`config.mk`:
```
export PLATFORM = sky130hd
export DESIGN_NAME = mux_sel_pipe
export DESIGN_NICKNAME = d
export VERILOG_FILES = /design/src/rtl/mux_sel_pipe.sv
export SDC_FILE = /design/constraint.sdc
export NUM_CORES = 1
export LEC_CHECK = 0
export ABC_AREA = 1
export BUFFER_PORTS_ARGS = -buffer_cell sky130_fd_sc_hd__clkbuf_2
export CAP_MARGIN = 0
export CORE_AREA = 2 2 114 116
export CTS_CLUSTER_SIZE = 12
export DETAILED_ROUTE_END_ITERATION = 8
export DIE_AREA = 0 0 116 118
export HOLD_SLACK_MARGIN = 0.05
export PLACE_DENSITY = 0.52
export SKIP_CTS_REPAIR_TIMING = 1
export SKIP_LAST_GASP = 1
export SYNTH_ARGS = -nofsm -noshare
export SYNTH_HDL_FRONTEND = slang
export SYNTH_SLANG_ARGS = --single-unit
```
`constraint.sdc`:
```
create_clock -name clk -period 4.2 [get_ports clk]
set_clock_uncertainty 0.2 [all_clocks]
set_input_delay 0.63 -clock clk [delete_from_list [all_inputs] [get_ports clk]]
set_output_delay 0.63 -clock clk [all_outputs]
set_load 0.02 [all_outputs]
```
`src/rtl/mux_sel_pipe.sv`:
```
// N-way WIDTH-bit registered selector with a one-deep valid/ready output stage.
// Define MUX_SCAN_EN to compile in scan mode (internal counter stepping through every channel).
module mux_sel_pipe #(
    parameter int WIDTH = 16,
    parameter int N     = 16,
    parameter int SEL_W = 4
) (
    input  logic               clk,
    input  logic               rst,
    input  logic [N*WIDTH-1:0] din,
    input  logic [SEL_W-1:0]   sel,
    input  logic               mode,
    input  logic               in_valid,
    output logic               in_ready,
    output logic [WIDTH-1:0]   dout,
    output logic [SEL_W-1:0]   out_sel,
    output logic               out_valid,
    input  logic               out_ready,
    output logic               out_last,
    output logic               sel_err,
    output logic [SEL_W-1:0]   scan_idx
);

    typedef enum logic {EMPTY, FULL} state_t;

    localparam logic [SEL_W-1:0] LAST_IDX = SEL_W'(N - 1);
    localparam logic [SEL_W:0]   N_EXT    = (SEL_W + 1)'(N);

    state_t             state_q;
    state_t             state_d;
    logic               in_fire;
    logic               out_fire;
    logic               scan_mode;
    logic [SEL_W-1:0]   scan_cur;
    logic [SEL_W-1:0]   idx;
    logic [WIDTH-1:0]   sel_data;
    logic               idx_err;
    logic [WIDTH-1:0]   dout_q;
    logic [SEL_W-1:0]   out_sel_q;
    logic               sel_err_q;

    assign in_fire  = in_valid && in_ready;
    assign out_fire = out_valid && out_ready;

    always_ff @(posedge clk) begin
        if (rst) begin
            state_q <= EMPTY;
        end else begin
            state_q <= state_d;
        end
    end

    always_comb begin
        state_d = state_q;
        case (state_q)
            EMPTY:   if (in_fire) state_d = FULL;
            FULL:    if (out_fire && !in_fire) state_d = EMPTY;
            default: state_d = EMPTY;
        endcase
    end

    always_comb begin
        out_valid = (state_q == FULL);
        in_ready  = !rst && (!out_valid || out_ready);
    end

`ifdef MUX_SCAN_EN
    logic [SEL_W-1:0] scan_q;
    logic             out_last_q;

    assign scan_mode = mode;
    assign scan_cur  = scan_q;
    assign scan_idx  = scan_q;
    assign out_last  = out_last_q;

    // Counter only runs while scanning; any direct-mode cycle restarts it at channel 0.
    always_ff @(posedge clk) begin
        if (rst || !scan_mode) begin
            scan_q <= '0;
        end else if (in_fire) begin
            scan_q <= (scan_q == LAST_IDX) ? '0 : scan_q + 1'b1;
        end
    end

    always_ff @(posedge clk) begin
        if (rst) begin
            out_last_q <= 1'b0;
        end else if (in_fire) begin
            out_last_q <= scan_mode && (idx == LAST_IDX);
        end
    end
`else
    logic unused_mode;

    assign unused_mode = mode;
    assign scan_mode   = 1'b0;
    assign scan_cur    = '0;
    assign scan_idx    = '0;
    assign out_last    = 1'b0;
`endif

    assign idx     = scan_mode ? scan_cur : sel;
    assign idx_err = ({1'b0, idx} >= N_EXT);

    // An index with no matching channel falls through to zero data.
    always_comb begin
        sel_data = '0;
        for (int k = 0; k < N; k++) begin
            if (idx == SEL_W'(k)) begin
                sel_data = din[k*WIDTH +: WIDTH];
            end
        end
    end

    always_ff @(posedge clk) begin
        if (rst) begin
            dout_q    <= '0;
            out_sel_q <= '0;
            sel_err_q <= 1'b0;
        end else if (in_fire) begin
            dout_q    <= sel_data;
            out_sel_q <= idx;
            sel_err_q <= idx_err;
        end
    end

    assign dout    = dout_q;
    assign out_sel = out_sel_q;
    assign sel_err = sel_err_q;

endmodule

```
==> flow_metrics.py, run 1 <==
metrics = {
    "status": {
        "status": "complete, no violations",
    },
    "layout": {
        "drive_above_1_share_pct": 36.74,
        "finish.net_count": 1118,
        "syn_to_final_growth_pct": 58.38,
        "diodes": 0,
    },
    "die": {
        "rows": 41,
        "start_util_pct": 22.67,
        "die_y_um": 118,
        "dieArea_um2": 13690,
        "die_x_um": 116,
        "core_area_um2": 12410,
        "num_io_pins": 293,
    },
    "routing": {
        "drt-wirelength-per-cell_um": 14.40,
        "drt.antenna.violating_nets": 0,
        "wl_um": 14740,
        "viasPerCell": 4.309,
        "first_pass_iters": 4,
        "drtIter0Drc": 203,
        "drc": 0,
        "vias": 4412,
    },
    "global_route": {
        "grt_start_max_net_pins": 20,
        "gr-usage-met3_pct": 3.913,
        "gr-total-overflow": 0,
        "grt_usage_pct": 20.57,
        "antenna_found_initial": 0,
        "met2_usage_pct": 36.62,
        "busiest_layer": "met2",
        "grt_pass1_wl_um": 21790,
        "grt_pass1_vias": 4278,
        "globalRouteMet1Util_pct": 25.41,
    },
    "sta": {
        "timing.final.ws_setup_ns": 1.549,
        "setup_tns_ns": 0,
        "min_period_ns": 2.651,
        "tightest_slew_ns": 0.7584,
        "whs_ns": 0.2679,
        "hold_viol": 0,
        "max_freq_mhz": 377.2,
        "rsz0062_at_grt": "false",
        "slew-limit-headroom_pct": 49.39,
        "fin_crit_sh_pct": 63.13,
        "report.final.setup_viol": 0,
        "drv_slew": 0,
    },
    "critical_path": {
        "reg2reg_depth": 8,
        "r2r_start": "out_valid",
        "crit_required_ns": 4.15,
        "worstPathArrival_ns": 2.60,
        "crit_type": "in -> reg",
        "path_max_fanout": 13,
        "rrSetupSlack_ns": 2.45,
        "start_kind": "primary input",
        "r2r_end": "dout[10]",
        "end_kind": "flop",
    },
    "synth": {
        "yosys_register_bits": 21,
        "yosysWarnings": 0,
        "synthArstFlopShare_pct": 0,
        "yosysTopAreaCell": "nand2_1",
        "synth_cell_types": 21,
        "ys_top_cells_by_area": "nand2_1, nor2_1, dfxtp_1",
        "avgSynthCellArea_um2": 4.877,
        "synthFlopType": "dfxtp_1",
        "ys_seq_area_share_pct": 14.94,
        "synth_cells": 577,
        "synth_top_area_share_pct": 28.95,
        "syn-cell-area_um2": 2814,
        "synth_edf_count": 0,
    },
    "clock_network": {
        "cts_sinks": 21,
        "clkTransAtPathRegs_ns": 0.06,
        "clk-insertion-delay-late_ns": 0.26,
        "numCtsBuffers": 3,
        "cts_tree": "built",
        "clockBufferDepth": 2,
        "cts-root-buf": "clkbuf_16",
        "htreeDepth": 1,
    },
    "placement": {
        "gp_congestion": 0.8207,
        "port_buffers": 285,
        "hpwl_um": 12590,
        "post-place-ws_ns": 1.222,
    },
    "power_and_ir_drop": {
        "powerDensity_nw_per_um2": 171.6,
        "ir_drop_mv": 0.1252,
        "finalPower_uw": 764.8,
        "p_leak_uw": 0.002565,
    },
    "flow_run": {
        "max_cap_viol_count": 0,
    },
    "worst_hold_path": {
        "min_delay_path_depth": 2,
        "min_from": "dout[1]",
        "min_to": "dout[1]",
        "hold_class": "reg -> reg",
    },
}
kinds of logic (layout without fill, tap and decap cells):
group	count (synthesis)	count (layout)	share of synthesized area (%)
flops	21	21	14.94
other cells	1	6	0.1333
simple gates	433	433	64.96
buf+inv	84	354	13.21
compound gates	38	38	6.758
where the power goes:
| group | internal [µW] | switching [µW] |
|---|---|---|
| Sequential | 212 | 7.29 |
| Clock | 128 | 83.9 |
| Combinational | 150 | 183 |
| Total | 490 | 275 |
final cells by class:
cell class	count	area (µm²)
clock buffer	3	75.07
clock inverter	1	5.005
tap	172	215.2
inverter	57	214.0
sequential	21	420.4
multi-input combinational	477	2041
fill	1498	7958
timing repair buffer	293	1486
through the flow:
step	area, µm²	cells	utilization, %
after detailed placement	4377	1020	35.25
after global routing	4457	1024	35.90
after floorplan	2833	582	-
after CTS	4457	1024	35.90
final	4457	1024	35.90
after global placement	4377	1020	35.25
critical path: stages:
cell and delay, ns:
clkbuf_2 0.14, nand2_1 0.16, inv_1 0.05, nand2_1 0.37
inv_1 0.21, a21oi_1 0.18, nand4_1 0.15, nor2_1 0.16
nand4_1 0.09, nor2_1 0.18, nand4_1 0.12, nor2_1 0.10
nor2_1 0.04
per-layer routing:
metal  routed length (µm)  up-vias
li1                     -     2352
met5                    0        -
met2                 7030      208
met1                 6189     1838
met3                 1286       14
met4                  238        0
cells in the final DEF, fill, tap and decap left out, drive strengths merged, types with 8 or more instances in the layout:
master | netlist | final
a21oi | 30 | 30
buf | 18 | 8
clkbuf | 9 | 288
dfxtp | 21 | 21
inv | 57 | 57
nand2 | 221 | 221
nand3 | 23 | 23
nand4 | 47 | 47
nor2 | 136 | 136
o21ai | 8 | 8
synthesized netlist by cell type, types with 3 or more instances:
library cell  number
a21oi_1           30
buf_2              9
buf_4              6
buf_6              3
clkbuf_1           9
dfxtp_1           21
inv_1             53
inv_2              4
nand2_1          217
nand2_4            3
nand3_1           23
nand4_1           47
nor2_1           130
nor2_2             6
o21ai_0            8
flip-flops by register name, indices dropped and copies added (netlist names):
| register | flops |
|---|---|
| dout | 16 |
| out_sel | 4 |
| out_valid | 1 |
how the worst max path moves through the flow:
stage                 from       end  slack [ns]
floorplan           sel[3]  dout[14]        2.18
global placement    sel[1]   dout[4]        1.22
detailed placement  sel[1]   dout[4]        1.22
CTS                 sel[1]   dout[4]        1.50
global route        sel[1]   dout[4]        1.20
finish              sel[1]   dout[4]        1.55
No activity file was read; power rests on OpenSTA's default activity.
==> inputs of run 2 (changes only) <==
Settings changed: ABC_AREA 1 to 0, PLACE_DENSITY 0.52 to 0.63.
Clock period 4.2 ns to 2.3 ns, I/O delays scaled along.
==> flow_metrics.py, run 2 <==
metrics = {
    "clock_network": {
        "numCtsBuffers": 3,
        "htreeDepth": 1,
        "cts-root-buf": "clkbuf_16",
        "cts_sinks": 21,
        "clkTransAtPathRegs_ns": 0.07,
        "clk-insertion-delay-late_ns": 0.26,
        "cts_tree": "built",
        "clockBufferDepth": 2,
    },
    "sta": {
        "rsz0062_at_grt": "false",
        "min_period_ns": 1.991,
        "fin_crit_sh_pct": 86.58,
        "report.final.setup_viol": 0,
        "max_freq_mhz": 502.2,
        "hold_viol": 0,
        "drv_slew": 0,
        "setup_tns_ns": 0,
        "timing.final.ws_setup_ns": 0.3086,
    },
    "placement": {
        "post-place-ws_ns": 0.05181,
        "hpwl_um": 15810,
        "gp_congestion": 0.8781,
        "port_buffers": 285,
    },
    "layout": {
        "syn_to_final_growth_pct": 48.36,
        "finish.net_count": 1057,
        "drive_above_1_share_pct": 49.18,
        "nFillCells": 1388,
        "layout_common_cells": "clkbuf_2, buf_4, o21ai_0, a21oi_1, nand2_1",
        "final_common_cell": "clkbuf_2",
        "largest_reg_flops": 16,
    },
    "synth": {
        "yosysWarnings": 0,
        "synth_most_common_cell": "o21ai_0",
        "synthFlopType": "dfxtp_1",
        "synthArstFlopShare_pct": 0,
        "synth_cells": 500,
        "syn-cell-area_um2": 3770,
        "ys_seq_area_share_pct": 11.15,
        "synth_edf_count": 0,
        "avgSynthCellArea_um2": 7.540,
        "ys_top_cells_by_count": "o21ai_0, a21oi_1, nand2_1, mux2i_1, nor2_1",
        "ys_top_cells_by_area": "dfxtp_1, mux2i_1, o21ai_0",
        "yosys_register_bits": 21,
        "yosysTopAreaCell": "dfxtp_1",
        "synth_top_area_share_pct": 11.15,
        "synth_cell_types": 68,
    },
    "routing": {
        "viasPerCell": 5.469,
        "drtIter0Drc": 410,
        "drt-wirelength-per-cell_um": 19.76,
        "wl_um": 19050,
        "drt.antenna.violating_nets": 0,
        "drc": 0,
        "vias": 5272,
        "first_pass_iters": 5,
    },
    "global_route": {
        "busiest_layer": "met2",
        "grt_start_max_net_pins": 31,
        "gr-total-overflow": 0,
        "antenna_found_initial": 0,
        "gr-usage-met3_pct": 4.892,
        "grt_pass1_wl_um": 28400,
        "grt_usage_pct": 26.69,
        "globalRouteMet1Util_pct": 34.67,
        "met2_usage_pct": 45.76,
        "grt_pass1_vias": 5189,
    },
    "critical_path": {
        "crit_path_start": "sel[2]",
        "end_kind": "flop",
        "worstPathArrival_ns": 2.00,
        "r2r_start": "out_valid",
        "critPathCapture": "dout[5]",
        "start_kind": "primary input",
        "reg2reg_depth": 6,
        "r2r_end": "dout[10]",
        "rrSetupSlack_ns": 0.62,
        "path_max_fanout": 13,
        "crit_required_ns": 2.31,
        "crit_type": "in -> reg",
    },
    "die": {
        "core_area_um2": 12410,
        "num_io_pins": 293,
        "start_util_pct": 30.37,
        "dieArea_um2": 13690,
        "die_x_um": 116,
        "rows": 41,
        "die_y_um": 118,
    },
    "power_and_ir_drop": {
        "p_leak_uw": 0.002734,
        "ir_drop_mv": 0.2281,
        "powerDensity_nw_per_um2": 325.3,
        "finalPower_uw": 1819,
    },
    "status": {
        "status": "complete, no violations",
    },
    "worst_hold_path": {
        "hold_class": "in -> reg",
    },
    "flow_run": {
        "max_cap_viol_count": 0,
    },
}
-- run 2: metal layers --
layer  up-vias  wire length, µm  part of all wire (%)
met5         -                0                     0
met4         0              318                   1.7
met3        26             1918                    10
met2       307             9128                    48
met1      2417             7686                    40
li1       2522                -                     -
-- run 2: layout make-up --
class                           count  area (µm²)  share of cell area (%)
Antenna cell                        1       2.502                 0.04474
Inverter                            6       22.52                  0.4027
Clock inverter                      1       5.005                 0.08949
Timing Repair Buffer              341        1927                   34.45
Sequential cell                    21       420.4                   7.517
Clock buffer                        3       75.07                   1.342
Multi-Input combinational cell    419        2925                   52.30
Tap cell                          172       215.2                   3.848
-- run 2: logic make-up (layout without fill, tap and decap cells) --
kind of cell,Yosys count,after routing,share of synthesized area [%]
compound gates,220,220,39.96
buf+inv,65,351,11.75
mux,53,53,17.89
other cells,1,7,0.09947
simple gates,140,140,19.15
flops,21,21,11.15
-- run 2: metrics by stage --
step,hold slack (ns),instances,utilization [%],cell area [µm²]
CTS,0.1336,963,45.03,5590
floorplan,0.2657,505,-,3789
finish,0.1328,964,45.05,5593
global placement,0.2514,959,44.39,5510
global route,0.1527,963,45.03,5590
detailed placement,0.2561,959,44.39,5510
-- run 2: how the worst min path moves through the flow --
stage,from,to,slack [ns],cells past startpoint
5_1_grt,in_valid,out_valid,0.15,3
3_3_place_gp,out_sel[3],out_sel[3],0.25,2
2_1_floorplan,in_valid,out_valid,0.27,2
6_report,in_valid,out_valid,0.13,3
4_1_cts,in_valid,out_valid,0.13,3
3_5_place_dp,out_sel[3],out_sel[3],0.26,2
-- run 2: where the power goes --
group | internal (µW) | total [µW] | switching [µW]
sequential | 397 | 415 | 17.4
combinational | 478 | 1000 | 522
clock | 235 | 404 | 169
-- run 2: critical path, stage by stage --
cell	delay (ns)
clkbuf_2	0.27
buf_4	0.26
nand3_1	0.36
or3_1	0.48
a21oi_1	0.17
a41o_1	0.10
==> inputs of run 3 (changes only) <==
Clock period 2.3 ns to 1.7 ns, I/O delays scaled along.
==> flow_metrics.py, run 3 (synthesized netlist as in run 2, its figures left out) <==
metrics = {
    "clock_network": {
        "cts-root-buf": "clkbuf_16",
        "htreeDepth": 1,
        "clk-insertion-delay-late_ns": 0.26,
        "clockBufferDepth": 2,
        "cts_sinks": 21,
        "clkTransAtPathRegs_ns": 0.07,
        "cts_tree": "built",
        "numCtsBuffers": 3,
    },
    "critical_path": {
        "path_max_fanout": 10,
        "start_kind": "primary input",
        "crit_type": "in -> reg",
        "crit_required_ns": 1.70,
        "end_kind": "flop",
        "worstPathArrival_ns": 1.66,
    },
    "routing": {
        "drt.antenna.violating_nets": 0,
        "vias": 5501,
        "wl_um": 19790,
        "drc": 0,
        "drtIter0Drc": 383,
        "drt-wirelength-per-cell_um": 19.38,
        "viasPerCell": 5.388,
        "first_pass_iters": 5,
    },
    "power_and_ir_drop": {
        "p_leak_uw": 0.003076,
        "clkPwrFrac_pct": 20.2,
        "internal_power_uw": 1632,
        "p_sw_share_pct": 37.70,
        "p_switching_uw": 987.4,
        "powerDensity_nw_per_um2": 419.0,
        "combPwrFrac_pct": 58.3,
        "finalPower_uw": 2619,
        "ir_drop_mv": 0.3044,
        "power_frac_seq_pct": 21.5,
    },
    "placement": {
        "post-place-ws_ns": -0.3360,
        "dp.cells": 1004,
        "port_buffers": 285,
        "gp_congestion": 0.9208,
        "hpwl_um": 16680,
    },
    "layout": {
        "finish.net_count": 1115,
        "final_common_cell": "clkbuf_2",
        "largest_reg_flops": 16,
        "final-instance-count-excl-fill": 1021,
        "layout_common_cells": "clkbuf_2, buf_4, a21oi_1, o21ai_0, nand2_1",
        "syn_to_final_growth_pct": 65.81,
        "diodes": 0,
        "nFillCells": 1284,
        "drive_above_1_share_pct": 55.12,
    },
    "sta": {
        "whs_ns": 0.04362,
        "min_period_ns": 1.658,
        "drv_slew": 0,
        "fin_crit_sh_pct": 97.53,
        "setup_tns_ns": 0,
        "max_freq_mhz": 603.1,
        "timing.final.ws_setup_ns": 0.04194,
        "rsz0062_at_grt": "true",
        "hold_viol": 0,
        "report.final.setup_viol": 0,
    },
    "global_route": {
        "grt_usage_pct": 27.35,
        "grt_pass1_vias": 5378,
        "grt_start_max_net_pins": 27,
        "gr-total-overflow": 0,
        "grt_pass1_wl_um": 29150,
        "antenna_found_initial": 0,
    },
    "die": {
        "start_util_pct": 30.37,
        "num_io_pins": 293,
        "core_area_um2": 12410,
        "die_x_um": 116,
        "rows": 41,
        "dieArea_um2": 13690,
        "die_y_um": 118,
    },
    "flow_run": {
        "max_cap_viol_count": 0,
    },
    "status": {
        "status": "complete, no violations",
    },
    "worst_hold_path": {
        "hold_class": "in -> reg",
    },
}
-- run 3: metrics by stage --
step                area, µm²  util (%)
floorplan                3789         -
global placement         5911     47.61
detailed placement       5911     47.61
CTS                      5991     48.26
global route             6251     50.35
finish                   6251     50.35
-- run 3: metal layers --
layer	up-vias	global-route usage (%)	wire, µm
met5	-	0	0
met4	0	5.804	419
met3	29	4.325	1678
met2	283	47.11	9476
met1	2550	35.70	8213
li1	2639	-	-
-- run 3: power by group through the flow --
stage               clock, µW  sequential [µW]  combinational [µW]
floorplan                   0              627                 690
CTS                       534              562                1450
global route              555              567                1650
global placement            0              572                1440
finish                    529              562                1530
detailed placement          0              574                1440
-- run 3: area by class of cell --
cell class                      count  area [µm²]  share of cell area (%)
Sequential cell                    21       420.4                   6.725
Multi-Input combinational cell    419        3018                   48.28
Clock inverter                      1       5.005                 0.08006
Clock buffer                        3       75.07                   1.201
Inverter                            6       25.02                  0.4003
Timing Repair Buffer              399        2492                   39.87
Tap cell                          172       215.2                   3.443
-- run 3: critical path, stage by stage --
cell	delay (ns)
buf_2	0.20
buf_4	0.23
nand3_1	0.10
buf_4	0.18
or3_1	0.35
a21oi_1	0.22
a41o_1	0.13
-- run 3: worst paths after layout --
check / startpoint / endpoint / slack [ns] / cells after the start
setup reg to reg: out_valid / dout[11] / 0.06 / 6
hold reg to reg: out_sel[3] / out_sel[3] / 0.26 / 2
setup / recovery: sel[3] / dout[11] / 0.04 / 7
hold / removal: in_valid / out_valid / 0.04 / 3
